$ cat src/rtl/core_dmaeng.sv
// core_dmaeng: bus-master DMA engine for block page copies and audio
// sample fetches; halts the CPU via O_ready and aligns reads to parity.
module core_dmaeng #(
  parameter logic [15:0] P_TRIGGER_ADDR = 16'h4014,
  parameter logic [15:0] P_DEST_ADDR    = 16'h2004,
  parameter int          P_LEN_WIDTH    = 8,
  parameter bit          P_ALIGN        = 1'b1,
  parameter bit          P_SMP_ENABLE   = 1'b1
) (
  input  logic        I_clock,
  input  logic        I_reset,
  input  logic        I_phy2,
  input  logic [15:0] I_cpu_addr,
  input  logic [7:0]  I_cpu_wr_data,
  input  logic        I_cpu_rdwr,
  input  logic [7:0]  I_rd_data,
  output logic [15:0] O_addr,
  output logic [7:0]  O_wr_data,
  output logic        O_rdwr,
  output logic        O_ready,
  input  logic        I_smp_req,
  input  logic [15:0] I_smp_addr,
  output logic [7:0]  O_smp_data,
  output logic        O_smp_ack,
  output logic        O_busy
);

  typedef enum logic [2:0] {
    S_IDLE, S_HALT, S_ALIGN, S_GET, S_PUT, S_SMP
  } state_t;

  state_t                 state_q, state_d;
  logic                   phy2_q;
  logic                   parity_q, parity_d;
  logic [7:0]             page_q, page_d;
  logic [P_LEN_WIDTH-1:0] off_q, off_d;
  logic [7:0]             data_q, data_d;
  logic                   pend_q, pend_d;
  logic [15:0]            saddr_q, saddr_d;
  logic                   blk_q, blk_d;
  logic [7:0]             sdata_q, sdata_d;
  logic                   ack_q, ack_d;

  logic   bnd;
  logic   req;
  logic   trig;
  logic   need_align;
  state_t resume;

  assign bnd  = phy2_q & ~I_phy2;
  assign req  = P_SMP_ENABLE && I_smp_req;
  assign trig = (I_cpu_addr == P_TRIGGER_ADDR) && !I_cpu_rdwr && !blk_q;

  // Next cycle runs at parity ~parity_q; reads must land on parity 0.
  assign need_align = P_ALIGN && !parity_q;
  assign resume     = need_align ? S_ALIGN : S_GET;

  always_comb begin
    state_d  = state_q;
    parity_d = parity_q;
    page_d   = page_q;
    off_d    = off_q;
    data_d   = data_q;
    pend_d   = pend_q;
    saddr_d  = saddr_q;
    blk_d    = blk_q;
    sdata_d  = sdata_q;
    ack_d    = 1'b0;
    if (bnd) begin
      parity_d = ~parity_q;
      if (req && !pend_q && state_q != S_SMP) begin
        pend_d  = 1'b1;
        saddr_d = I_smp_addr;
      end
      unique case (state_q)
        S_IDLE: begin
          if (trig) begin
            page_d  = I_cpu_wr_data;
            off_d   = '0;
            blk_d   = 1'b1;
            state_d = S_HALT;
          end
          if (req) state_d = S_HALT;
        end
        S_HALT: begin
          if (I_cpu_rdwr) begin
            if (need_align)  state_d = S_ALIGN;
            else if (pend_q) state_d = S_SMP;
            else             state_d = S_GET;
          end
        end
        S_ALIGN: state_d = pend_q ? S_SMP : S_GET;
        S_GET: begin
          data_d  = I_rd_data;
          state_d = S_PUT;
        end
        S_PUT: begin
          off_d = off_q + P_LEN_WIDTH'(1);
          if (&off_q) blk_d = 1'b0;
          if (pend_q)      state_d = S_SMP;
          else if (&off_q) state_d = S_IDLE;
          else             state_d = resume;
        end
        S_SMP: begin
          sdata_d = I_rd_data;
          ack_d   = 1'b1;
          pend_d  = 1'b0;
          state_d = blk_q ? resume : S_IDLE;
        end
        default: state_d = S_IDLE;
      endcase
    end
  end

  always_ff @(posedge I_clock) begin
    if (I_reset) begin
      state_q  <= S_IDLE;
      phy2_q   <= 1'b0;
      parity_q <= 1'b0;
      page_q   <= '0;
      off_q    <= '0;
      data_q   <= '0;
      pend_q   <= 1'b0;
      saddr_q  <= '0;
      blk_q    <= 1'b0;
      sdata_q  <= '0;
      ack_q    <= 1'b0;
    end else begin
      state_q  <= state_d;
      phy2_q   <= I_phy2;
      parity_q <= parity_d;
      page_q   <= page_d;
      off_q    <= off_d;
      data_q   <= data_d;
      pend_q   <= pend_d;
      saddr_q  <= saddr_d;
      blk_q    <= blk_d;
      sdata_q  <= sdata_d;
      ack_q    <= ack_d;
    end
  end

  always_comb begin
    O_addr    = I_cpu_addr;
    O_wr_data = I_cpu_wr_data;
    O_rdwr    = I_cpu_rdwr;
    case (state_q)
      S_GET: begin
        O_addr = {page_q, 8'(off_q)};
        O_rdwr = 1'b1;
      end
      S_PUT: begin
        O_addr    = P_DEST_ADDR;
        O_wr_data = data_q;
        O_rdwr    = 1'b0;
      end
      S_SMP: begin
        O_addr = saddr_q;
        O_rdwr = 1'b1;
      end
      default: ;
    endcase
  end

  assign O_ready    = (state_q == S_IDLE);
  assign O_busy     = (state_q != S_IDLE);
  assign O_smp_data = sdata_q;
  assign O_smp_ack  = ack_q;

endmodule

$ cat config.mk
export PLATFORM = sky130hd
export DESIGN_NAME = core_dmaeng
export DESIGN_NICKNAME = d
export VERILOG_FILES = /design/src/rtl/core_dmaeng.sv
export SDC_FILE = /design/constraint.sdc
export NUM_CORES = 1
export LEC_CHECK = 0
export ABC_AREA = 1
export CORE_MARGIN = 2
export CORE_UTILIZATION = 42
export CTS_CLUSTER_SIZE = 8
export DETAILED_ROUTE_END_ITERATION = 12
export PLACE_DENSITY = 0.75
export SETUP_SLACK_MARGIN = 0.02
export SYNTH_ARGS = -nofsm -noshare
export SYNTH_HDL_FRONTEND = slang
export SYNTH_SLANG_ARGS = --single-unit
$ cat constraint.sdc
create_clock -name I_clock -period 1.4 [get_ports I_clock]
set_input_delay 0.21 -clock I_clock [delete_from_list [all_inputs] [get_ports I_clock]]
set_output_delay 0.21 -clock I_clock [all_outputs]
set_load 0.05 [all_outputs]
Yosys cells after proc, flatten, opt, wreduce, memory -nomap -nowiden
Cells that the tools add are included.
- register bits after elaboration: 56
- muxes and demuxes: 21
- bitwise logic cells: 4
- add/sub/neg operators: 1
- reductions and logical operators: 22
- equality and inequality tests: 11
- operator list (kind ; count):
    case mux 16 bit (3 select lines) ; 1
    two-way mux 3 bit ; 6
    case mux 3 bit (6 select lines) ; 1
    == test 16 x 15 -> 1 bit (second input constant) ; 1
    two-way mux 8 bit ; 2
    case mux 8 bit (2 select lines) ; 1
    AND reduction 3 bit ; 3
    adder 8 x 1 -> 8 bit (second input constant) ; 1
    AND reduction 2 bit ; 4
    AND reduction 8 bit ; 1
    == test 3 x 2 -> 1 bit (second input constant) ; 2
    == test 3 bit (second input constant) ; 2
    two-way mux 1 bit ; 6
    logical AND 1 bit ; 4
    two-way mux 2 bit ; 2
    != test 2 bit (second input constant) ; 2
    case mux 1 bit (2 select lines) ; 2
    AND reduction 4 bit ; 1
    nonzero test 2 bit ; 2
    OR reduction 2 bit ; 2
    == test 3 x 1 -> 1 bit (second input constant) ; 1
    zero test 1 bit ; 3
    zero test 3 bit ; 1
    != test 3 x 1 -> 1 bit (second input constant) ; 1
    other kinds (5) ; 7

Depth between registers and ports, before layout
Gate-level depths: netlist of the first run.
- word-level depth: 6
- depth in mapped cells: 11
- depth with buffers taken out: 10

Least setup slack after synthesis of the first run
No wires, ideal clock.
- path kind: flip-flop to output port
- from: reg state_q[1]
- to: out O_wr_data[0]
- arrival: 1.982 ns
- path slack: -0.792 ns
- stages on the path, launching flop included: 6
- buffers on the path: 1
- cell sequence: dfxtp_1 -> nor2_2 -> nand2_2 -> inv_2 -> clkbuf_1 -> o21ai_0
- cells in the longest elaborated chain, start to end: 2
- ends and longest elaborated chain (what ; RTL line ; text):
    start: declaration ; 32 ; state_t state_q, state_d;
    start signal: assignment ; 129 ; state_q <= state_d;
    == test 3 bit ; 147 ; case (state_q)
    two-way mux 8 bit ; 147 ;
    end: declaration ; 18 ; output logic [7:0] O_wr_data,
Every way passes these cells.

Worst setup path in the final report of the first run
- from: reg state_q[0]
- to: out O_addr[11]
- cells in the longest elaborated chain, start to end: 2
- elaborated cells between the ends (all ways): 4
- those cells by class: 3 x eq/ne; 1 x mux
- ends and longest elaborated chain (what ; RTL line ; text):
    == test 3 bit / == test 3 x 2 -> 1 bit (equally long branches) ; 147 ;
    case mux 16 bit (3 select lines) * ; 147 ;
    end: declaration ; 17 ; output logic [15:0] O_addr,
Every way passes the cells marked *; elsewhere a longest branch is shown, timed or not.

==> results of run 1 <==
[per-layer routing]
layer / vias to the layer above / track usage
li1: 1695 / -
met1: 1585 / 0.302
met2: 148 / 0.469
met3: 36 / 0.0524
met4: 0 / 0.116
met5: - / 0
[worst max-delay path, delay by kind of cell (launching register included)]
kind                   cells  cell delay [ns]
AOI/OAI and AO/OA          1             0.14
and+or+nand+nor            4             0.33
buffers and inverters      5             0.62
DFF                        1             0.38
[layout by cell type (no fill, tap or decap), drive strengths merged]
cell	count
a21oi	31
a221oi	1
buf	94
bufinv	1
clkbuf	7
clkdlybuf4s50	51
clkinv	3
dfxtp	56
dlymetal6s2s	1
ha	1
inv	52
nand2	119
nand3	21
nand3b	1
nand4	3
nor2	73
nor3	3
nor3b	2
o211ai	15
o21ai	44
xor2	1
[path summary, 6_finish.rpt]
kind | to | slack (ns) | cells past startpoint
hold reg to reg | saddr_q[15]$_SDFFE_PP0P_ | 0.50 | 2
setup reg to reg | page_q[2]$_SDFFE_PP0P_ | -0.24 | 10
setup / recovery | O_addr[11] | -0.60 | 10
hold / removal | phy2_q$_SDFF_PP0_ | 0.43 | 3
[where the power goes]
group	internal (mW)	switching [mW]
combinational	0.401	0.394
clock	0.540	0.579
sequential	1.61	0.0175
[metrics by stage]
step                      total power, mW  instances
after global placement               2.41        638
after floorplan                      1.99        437
after detailed placement             2.42        638
after CTS                            3.52        656
final                                3.54        660
after global routing                 3.64        660
[cell families after synthesis]
logic type,Yosys count
XOR/XNOR,1
flip-flops,56
buffers and inverters,67
AND/OR/NAND/NOR,221
adder cells (fa/ha/maj),1
AO/OA/AOI/OAI,91
[flip-flops by register name, summed over array words and instances, names as in the netlist]
| name | count |
|---|---|
| saddr_q | 16 |
| O_smp_data | 8 |
| data_q | 8 |
| off_q | 8 |
| page_q | 8 |
| state_q | 3 |
| O_smp_ack | 1 |
| blk_q | 1 |
| parity_q | 1 |
| pend_q | 1 |
| phy2_q | 1 |
[repair_timing]
action | in CTS | in global routing
endpoints found under the setup margin | 70 | 80
gates resized for setup | 32 | 47
pin swaps | 6 | 10
hold buffers | 0 | 0
gates cloned | 2 | 0
buffers inserted | 8 | 4
[cell type report]
type,instances,area [sq um],share of cell area
multi-input cells,315,1720,0.335
clock buffers,5,68.8,0.0134
clock inverters,3,47.5,0.00928
flip-flops and latches,56,1140,0.222
repair buffers,148,1830,0.358
inverters,53,219,0.0427
well taps,80,100,0.0195
==> results.txt, run 1 <==
----------------------------------------------------
[Run status]
  Status ... complete, but fails checks
  Violations in the final reports ... setup timing

[Logic synthesis]
  Average cell area after synthesis ... 6.53 sq um
  FFs w/ async S/R, synth ... 0
  Number of warnings reported in the yosys synthesis log ... 0
  Top-area cell type share of the netlist area ... 0.393
  Area of the mapped netlist ... 2850 sq um
  Number of register bits inferred by synthesis ... 56
  Dominant combinational cell family by area after synthesis ... simple AND/OR/NAND/NOR gates
  Number of enable flip-flop cells after synthesis ... 0
  Sequential area share after synthesis ... 0.393
  Multiplexer fraction of the synthesized cell area ... 0
  Total nets after synthesis ... 491
  Leading post-synthesis cells by instance count ... 117 x nand2_1, 67 x nor2_1, 56 x dfxtp_1
  Xor/xnor share of the synthesized area ... 0.00307
  Compound-Gate Fraction of Synth Area ... 0.176
  Library cell with the highest instance count after synthesis ... nand2_1
  Simple-Gate Fraction of Synth Area ... 0.326
  Prevailing post-synth register cell ... dfxtp_1
  Most area-consuming cells after synthesis ... dfxtp_1 39%, nand2_1 15%, nor2_1 8.8%
  Distinct cell type count after synthesis ... 29
  Adder-cell share of the synthesized area ... 0.00439
  Post-synthesis cell type with the largest combined area ... dfxtp_1
  Post-Syn Instances ... 437

[Finish]
  Syn-to-layout area delta ... 79.6%
  Number of nets in the layout ... 633
  Final non-filler cell area ... 5120 sq um
  Antenna diode count ... 0
  Count of filler cells inserted in the layout ... 464
  Ratio of cells with drive above 1 in the final layout ... 0.288
  Post-route core utilization ... 0.767

[Route]
  Total via count after detailed routing ... 3,464
  Top routing layer used ... met4
  Routed len/inst ... 15.0 um
  Sum of met3 wire segment lengths after detailed routing ... 618 um
  Router iterations before antenna repair ... 4
  Total wirelength of the detailed-routed design ... 9890 um
  M1 WL ... 3840 um
  Vias per cell ... 5.25
  Number of routed nets with antenna violations ... 0
  Metal2 WL ... 5070 um
  Count of routing violations after the opening detailed-route iteration ... 167
  DRC errors left ... 0

[Placement]
  DP Area ... 4650 sq um
  Worst setup timing slack at the placement stage ... -0.321 ns
  Final estimated routing congestion in global placement ... 1.02
  Buffers added on ports ... 88
  Detailed-placement wirelength estimate ... 6890 um

[Floorplan]
  Die height ... 86.4 um
  DIE WIDTH ... 86.4 um
  Effective utilization at floorplan ... 0.427
  Placeable Area ... 6680 sq um
  Full die area ... 7460 sq um
  I/O pin count ... 89
  Site row count ... 30

[STA]
  Slew of the pin with the lowest slew margin ... 0.366 ns
  Highest attainable clock frequency ... 0.500 GHz
  Worst-case clock skew ... 0.00752 ns
  Setup TNS ... -16.13 ns
  Least setup slack across all paths after layout ... -0.601 ns
  Post-route worst hold slack ... 0.433 ns
  Final period utilization ... 1.43
  Period minus WS final ... 2.00 ns
  Count of endpoints failing setup in the final report ... 62
  Final slew viol count ... 0
  Count of final hold-check violations ... 0
  Setup repair after global routing missed its margin ... yes
  Worst slew margin relative to its limit ... 0.755

[Power and ir drop]
  Pwr per Cell Area ... 691 nW/um^2
  Leakage power summed over all cells ... 2.21 nW
  Max VDD drop ... 500 uV

[Hold path]
  Type of the most critical hold path ... primary input to register
  Startpoint of the worst hold path ... I_phy2

[CTS]
  TritonCTS clock tree ... built
  Clock transition at the register clock pins on the worst setup and hold paths after CTS ... 0.11 ns
  CTS Root Cell ... clkbuf_8
  Maximum root-to-sink buffer count ... 2
  Number of buffers created by CTS ... 5
  Sink Count ... 56
  # H-tree levels ... 2
  Clock latency of the later-clocked register in the worst-skew pair ... 0.32 ns

[Global route]
  Number of global-route vias before repair ... 3,547
  Antenna violations before repair ... 0
  Total Routing Usage GR ... 0.263
  Maximum number of pins on one net before global-route repair ... 37
  Total congestion overflow ... 0
  First-pass GRT wire length ... 15,800 um

[Critical path]
  Cell with the largest stage delay on the worst path ... dfxtp_4
  Setup crit start kind ... register
  Chain of cells forming the critical path ... inv_4 -> nor2_2 -> nand2_2 -> inv_4 -> nor3_4 -> buf_6 -> buf_6 -> nand2_2 -> o211ai_1 -> clkbuf_16
  Crit Path Category ... register to primary output
  Critical Path Fanout Max ... 6
  Crit. End Element ... primary output
  First element of the critical path ... state_q[0]$_SDFFE_PP0P_
  Delay of the slowest critical-path stage ... 0.38 ns
  Launch point of the worst reg-to-reg path ... state_q[2]$_SDFFE_PP0P_
  Arrival time at the worst endpoint ... 1.79 ns
  Required time at the worst-slack endpoint ... 1.19 ns

[Job]
  Maximum capacitance violations ... 0

----------------------------------------------------
Note: power is estimated with default switching activity, not from simulation.
==> inputs of run 2 (changes only) <==
- SKIP_CTS_REPAIR_TIMING: not set -> 1
- TNS_END_PERCENT: not set -> 1
==> run 2 against run 1 <==
Net effect:
- the run still ends with setup timing left
- core utilization is 5.5 points lower
- total power is 0.96% lower
- flip-flop and latch count unchanged
- highest routed layer unchanged
- critical path type unchanged
- global-route usage shrank 2.2 points
- register-to-register slack better by 0.09 ns
- count of clock-buffer cells in the layout rose by 1
- maximum frequency is 6.1% higher
==> results.txt, run 2 (same netlist as run 1, synthesis figures left out) <==
----------------------------------------------------
[Finish]
  Flip-flop count of the largest register, all copies and words added ... 16
  Register name with the most flops ... saddr_q
  Final non-filler cell area ... 4750 sq um
  Syn-to-layout area delta ... 66.7%
  Sequential cell area in the final layout ... 1130 sq um
  Ratio of cells with drive above 1 in the final layout ... 0.243
  Count of filler cells inserted in the layout ... 536
  Antenna diode count ... 0
  Most used cells in the layout excluding fill and tap cells ... 110 x nand2_1, 60 x nor2_1, 52 x clkdlybuf4s50_1
  Most common cell after layout, fill and taps aside ... nand2_1
  Number of nets in the layout ... 617
  Combined area of the multi-input logic cells ... 1570 sq um

[Global route]
  Total congestion overflow ... 0
  First-pass GRT wire length ... 14,300 um
  Maximum number of pins on one net before global-route repair ... 21
  Total Routing Usage GR ... 0.241
  Antenna violations before repair ... 0
  Number of global-route vias before repair ... 3,132

[Critical path]
  Arrival time at the worst endpoint ... 1.68 ns
  Crit Path Category ... register to primary output
  Critical Path Fanout Max ... 7
  Cell with the largest stage delay on the worst path ... dfxtp_4
  Setup crit start kind ... register
  Cell type group with the largest total delay on the critical path ... buffers and inverters
  Chain of cells forming the critical path ... nor2_2 -> nand2_2 -> inv_4 -> nor3_4 -> buf_4 -> nand2_1 -> o211ai_1 -> buf_12
  Combined buffer and inverter count along the critical path ... 3
  Crit. End Element ... primary output
  Delay of the slowest critical-path stage ... 0.39 ns
  Required time at the worst-slack endpoint ... 1.19 ns

[Route]
  Total via count after detailed routing ... 3,249
  Count of routing violations after the opening detailed-route iteration ... 147
  Total wirelength of the detailed-routed design ... 8850 um
  Vias per cell ... 5.05
  Router iterations before antenna repair ... 5
  Number of routed nets with antenna violations ... 0
  Routed len/inst ... 13.7 um
  DRC errors left ... 0

[Power and ir drop]
  Leakage power summed over all cells ... 2.07 nW
  PnR Total Power ... 3.51 mW
  Pwr per Cell Area ... 738 nW/um^2
  Max VDD drop ... 498 uV

[CTS]
  Sink Count ... 56
  Clock latency of the later-clocked register in the worst-skew pair ... 0.31 ns
  TritonCTS clock tree ... built
  CTS Root Cell ... clkbuf_8
  Clock transition at the register clock pins on the worst setup and hold paths after CTS ... 0.10 ns
  # H-tree levels ... 2
  Maximum root-to-sink buffer count ... 2
  Number of buffers created by CTS ... 5

[STA]
  Slew of the pin with the lowest slew margin ... 0.337 ns
  Period minus WS final ... 1.89 ns
  Count of final hold-check violations ... 0
  Highest attainable clock frequency ... 0.530 GHz
  Least setup slack across all paths after layout ... -0.487 ns
  Setup repair after global routing missed its margin ... yes
  Count of endpoints failing setup in the final report ... 53
  Setup TNS ... -12.31 ns
  Worst-case clock skew ... 0.00806 ns
  Worst slew margin relative to its limit ... 0.775
  Final period utilization ... 1.35
  Final slew viol count ... 0

[Floorplan]
  Die height ... 86.4 um
  Site row count ... 30
  Placeable Area ... 6680 sq um
  Full die area ... 7460 sq um
  I/O pin count ... 89
  DIE WIDTH ... 86.4 um
  Effective utilization at floorplan ... 0.427

[Job]
  Maximum capacitance violations ... 0

[Placement]
  Final estimated routing congestion in global placement ... 0.894
  Buffers added on ports ... 88
  Detailed-placement wirelength estimate ... 6720 um
  DP Area ... 4490 sq um
  Worst setup timing slack at the placement stage ... -0.322 ns

[Run status]
  Status ... complete, but fails checks
  Violations in the final reports ... setup timing

[Hold path]
  Type of the most critical hold path ... primary input to register

----------------------------------------------------
run 2: cell types whose count changed in the layout (fill, tap and decap cells not counted), moves of 3 or more:
cell     before  now
buf_6        10    1
nand2_1     101  110
o21ai_4       8    0
o21ai_2       1    7
nand2_2      12    7
nand2_4       6    2
o21ai_0      21   25
buf_8         3    0
nand3_1      18   21
run 2: layout make-up:
type	count	area share
clock buffer	6	0.0174
inverter	53	0.0445
multi-input combinational	314	0.330
clock inverter	2	0.00816
timing repair buffer	133	0.341
tap	80	0.0211
sequential	56	0.238
run 2: worst paths after layout:
| check | start | endpoint | slack (ns) | cells past startpoint |
|---|---|---|---|---|
| setup reg to reg | state_q[2]$_SDFFE_PP0P_ | data_q[1]$_SDFFE_PP0P_ | -0.15 | 8 |
| hold reg to reg | saddr_q[5]$_SDFFE_PP0P_ | saddr_q[5]$_SDFFE_PP0P_ | 0.49 | 2 |
| hold / removal | I_phy2 | phy2_q$_SDFF_PP0_ | 0.44 | 3 |
| setup / recovery | state_q[1]$_SDFFE_PP0P_ | O_addr[15] | -0.49 | 8 |
run 2: where the power goes:
group / leakage, nW / switching (mW) / internal (mW)
sequential: 0.456 / 0.0155 / 1.61
clock: 0.0614 / 0.540 / 0.586
combinational: 1.55 / 0.373 / 0.382
total: 2.07 / 0.928 / 2.58
run 2: worst register-to-register path, stage by stage, from the launching register on:
cell and delay [ns]:
dfxtp_4 0.39, inv_4 0.07, nand2_4 0.05, nor2_4 0.20
inv_6 0.12, buf_12 0.14, nor2_4 0.27, o21ai_0 0.14
a21oi_1 0.12
run 2: through the flow:
| step | instances | hold slack (ns) | util |
|---|---|---|---|
| after floorplan | 437 | 0.335 | - |
| after CTS | 644 | 0.435 | 0.691 |
| after global placement | 636 | 0.464 | 0.673 |
| after global routing | 644 | 0.440 | 0.712 |
| after detailed placement | 636 | 0.473 | 0.673 |
| final | 644 | 0.438 | 0.712 |
run 2: layer usage:
metal | share of wire | vias to the layer above | GRT usage | routed length, um
met5 | 0 | - | 0 | 0
met4 | 0.015 | 0 | 0.0753 | 132
met3 | 0.059 | 11 | 0.0562 | 526
met2 | 0.51 | 102 | 0.425 | 4530
met1 | 0.41 | 1480 | 0.288 | 3660
li1 | - | 1656 | - | -
==> inputs of run 3 (changes only) <==
- PLACE_DENSITY: 0.75 -> 0.88
==> run 3 against run 2 <==
Net effect:
- the flow still finishes with violations (setup timing)
- register-to-register slack about the same
- sequential share of layout area up 0.45 points
- count of clock-buffer cells in the layout unchanged
- cell area down 2.1%
- worst setup slack worse by 0.057 ns
- largest power group unchanged
==> results.txt, run 3 (same netlist as run 1, synthesis figures left out) <==
----------------------------------------------------
[Floorplan]
  Site row count ... 30
  Die height ... 86.4 um
  DIE WIDTH ... 86.4 um
  I/O pin count ... 89
  Effective utilization at floorplan ... 0.427
  Placeable Area ... 6680 sq um
  Full die area ... 7460 sq um

[Finish]
  Ratio of cells with drive above 1 in the final layout ... 0.215
  Sequential cell area in the final layout ... 1130 sq um
  Register name with the most flops ... saddr_q
  Number of nets in the layout ... 611
  Count of filler cells inserted in the layout ... 514
  Syn-to-layout area delta ... 63.3%
  Flip-flop count of the largest register, all copies and words added ... 16
  Most used cells in the layout excluding fill and tap cells ... 111 x nand2_1, 62 x nor2_1, 53 x dfxtp_1
  Antenna diode count ... 0
  Most common cell after layout, fill and taps aside ... nand2_1
  Combined area of the multi-input logic cells ... 1540 sq um

[STA]
  Final period utilization ... 1.39
  Final slew viol count ... 0
  Setup repair after global routing missed its margin ... yes
  Count of final hold-check violations ... 0
  Slew of the pin with the lowest slew margin ... 0.356 ns
  Worst slew margin relative to its limit ... 0.762
  Worst-case clock skew ... 0.00826 ns
  Setup TNS ... -13.37 ns
  Highest attainable clock frequency ... 0.514 GHz
  Period minus WS final ... 1.94 ns
  Count of endpoints failing setup in the final report ... 39
  Least setup slack across all paths after layout ... -0.544 ns

[Critical path]
  Delay of the slowest critical-path stage ... 0.35 ns
  Required time at the worst-slack endpoint ... 1.19 ns
  Arrival time at the worst endpoint ... 1.73 ns
  Worst R2R Path Depth ... 8
  Crit Path Category ... register to primary output
  Setup crit start kind ... register
  Critical path's most frequent cell ... inv_2
  Crit. End Element ... primary output
  Critical Path Fanout Max ... 7
  Cell with the largest stage delay on the worst path ... dfxtp_2
  Chain of cells forming the critical path ... inv_2 -> nor2_2 -> nand2_2 -> inv_2 -> nor3_4 -> buf_6 -> nand2_1 -> o211ai_1 -> buf_12

[Route]
  Routed len/inst ... 14.4 um
  Vias per cell ... 5.19
  Router iterations before antenna repair ... 5
  Total via count after detailed routing ... 3,308
  Count of routing violations after the opening detailed-route iteration ... 184
  Number of routed nets with antenna violations ... 0
  Total wirelength of the detailed-routed design ... 9200 um
  DRC errors left ... 0

[CTS]
  Number of buffers created by CTS ... 5
  Maximum root-to-sink buffer count ... 2
  TritonCTS clock tree ... built
  Clock transition at the register clock pins on the worst setup and hold paths after CTS ... 0.10 ns
  Clock latency of the later-clocked register in the worst-skew pair ... 0.31 ns
  Sink Count ... 56
  CTS Root Cell ... clkbuf_8
  # H-tree levels ... 2

[Global route]
  Maximum number of pins on one net before global-route repair ... 22
  Total congestion overflow ... 0
  Total Routing Usage GR ... 0.250
  Number of global-route vias before repair ... 3,250
  Antenna violations before repair ... 0
  First-pass GRT wire length ... 15,000 um

[Power and ir drop]
  Register share of total power ... 0.462
  Leakage power summed over all cells ... 2.03 nW
  Sw Share ... 0.257
  PnR Total Power ... 3.52 mW
  Pwr per Cell Area ... 756 nW/um^2
  Internal power summed over all cells ... 2.62 mW
  Clock share of power ... 0.327
  Net switching power of the design ... 0.905 mW
  Max VDD drop ... 546 uV
  Share of total power in combinational logic ... 0.211

[Placement]
  Buffers added on ports ... 88
  Detailed-placement wirelength estimate ... 7120 um
  Final estimated routing congestion in global placement ... 0.951
  Worst setup timing slack at the placement stage ... -0.417 ns

[Hold path]
  Type of the most critical hold path ... primary input to register
  Min-Delay Path Depth ... 3

[Run status]
  Violations in the final reports ... setup timing
  Status ... complete, but fails checks

[Job]
  Maximum capacitance violations ... 0

----------------------------------------------------
run 3: cell types whose count changed in the layout (fill, tap and decap cells not counted), sizes merged:
| cell | change |
|---|---|
| buf | -6 |
| clkinv | -1 |
run 3: critical path: cells and delay by family (launching register included):
kind	cells	cell delay, ns
AO/OA/AOI/OAI	1	0.16
flip-flops	1	0.35
AND/OR/NAND/NOR	4	0.41
buffers and inverters	4	0.51
run 3: path summary, 6_finish.rpt:
check | start | end | slack (ns)
setup / recovery | state_q[0]$_SDFFE_PP0P_ | O_addr[15] | -0.54
hold / removal | I_phy2 | phy2_q$_SDFF_PP0_ | 0.46
setup reg to reg | state_q[2]$_SDFFE_PP0P_ | data_q[4]$_SDFFE_PP0P_ | -0.16
hold reg to reg | saddr_q[11]$_SDFFE_PP0P_ | saddr_q[11]$_SDFFE_PP0P_ | 0.49
run 3: stage by stage:
step / std cells / util / hold WS [ns] / area, sq um
6_report: 637 / 0.697 / 0.456 / 4660
4_1_cts: 637 / 0.683 / 0.442 / 4560
5_1_grt: 637 / 0.697 / 0.475 / 4660
3_5_place_dp: 630 / 0.664 / 0.473 / 4440
2_1_floorplan: 437 / - / 0.335 / 2880
3_3_place_gp: 630 / 0.664 / 0.464 / 4440
run 3: area by class of cell:
type / count / share of cell area
Timing Repair Buffer: 127 / 0.334
Multi-Input combinational cell: 314 / 0.331
Sequential cell: 56 / 0.243
Inverter: 53 / 0.0438
Tap cell: 80 / 0.0215
Clock buffer: 6 / 0.0202
Clock inverter: 1 / 0.00645
run 3: metal layers:
layer	part of all wire	up-vias	GRT usage	wire length, um
met3	0.073	16	0.0600	676
met5	0	-	0	0
met4	0.018	0	0.0568	170
met2	0.52	126	0.453	4790
met1	0.39	1530	0.298	3560
li1	-	1636	-	-
run 3: power by group through the flow:
| stage | clock network (mW) | logic, mW | registers, mW |
|---|---|---|---|
| floorplan | 0 | 0.309 | 1.66 |
| global placement | 0 | 0.718 | 1.66 |
| detailed placement | 0 | 0.726 | 1.66 |
| CTS | 1.17 | 0.728 | 1.63 |
| global route | 1.24 | 0.788 | 1.63 |
| finish | 1.15 | 0.744 | 1.63 |
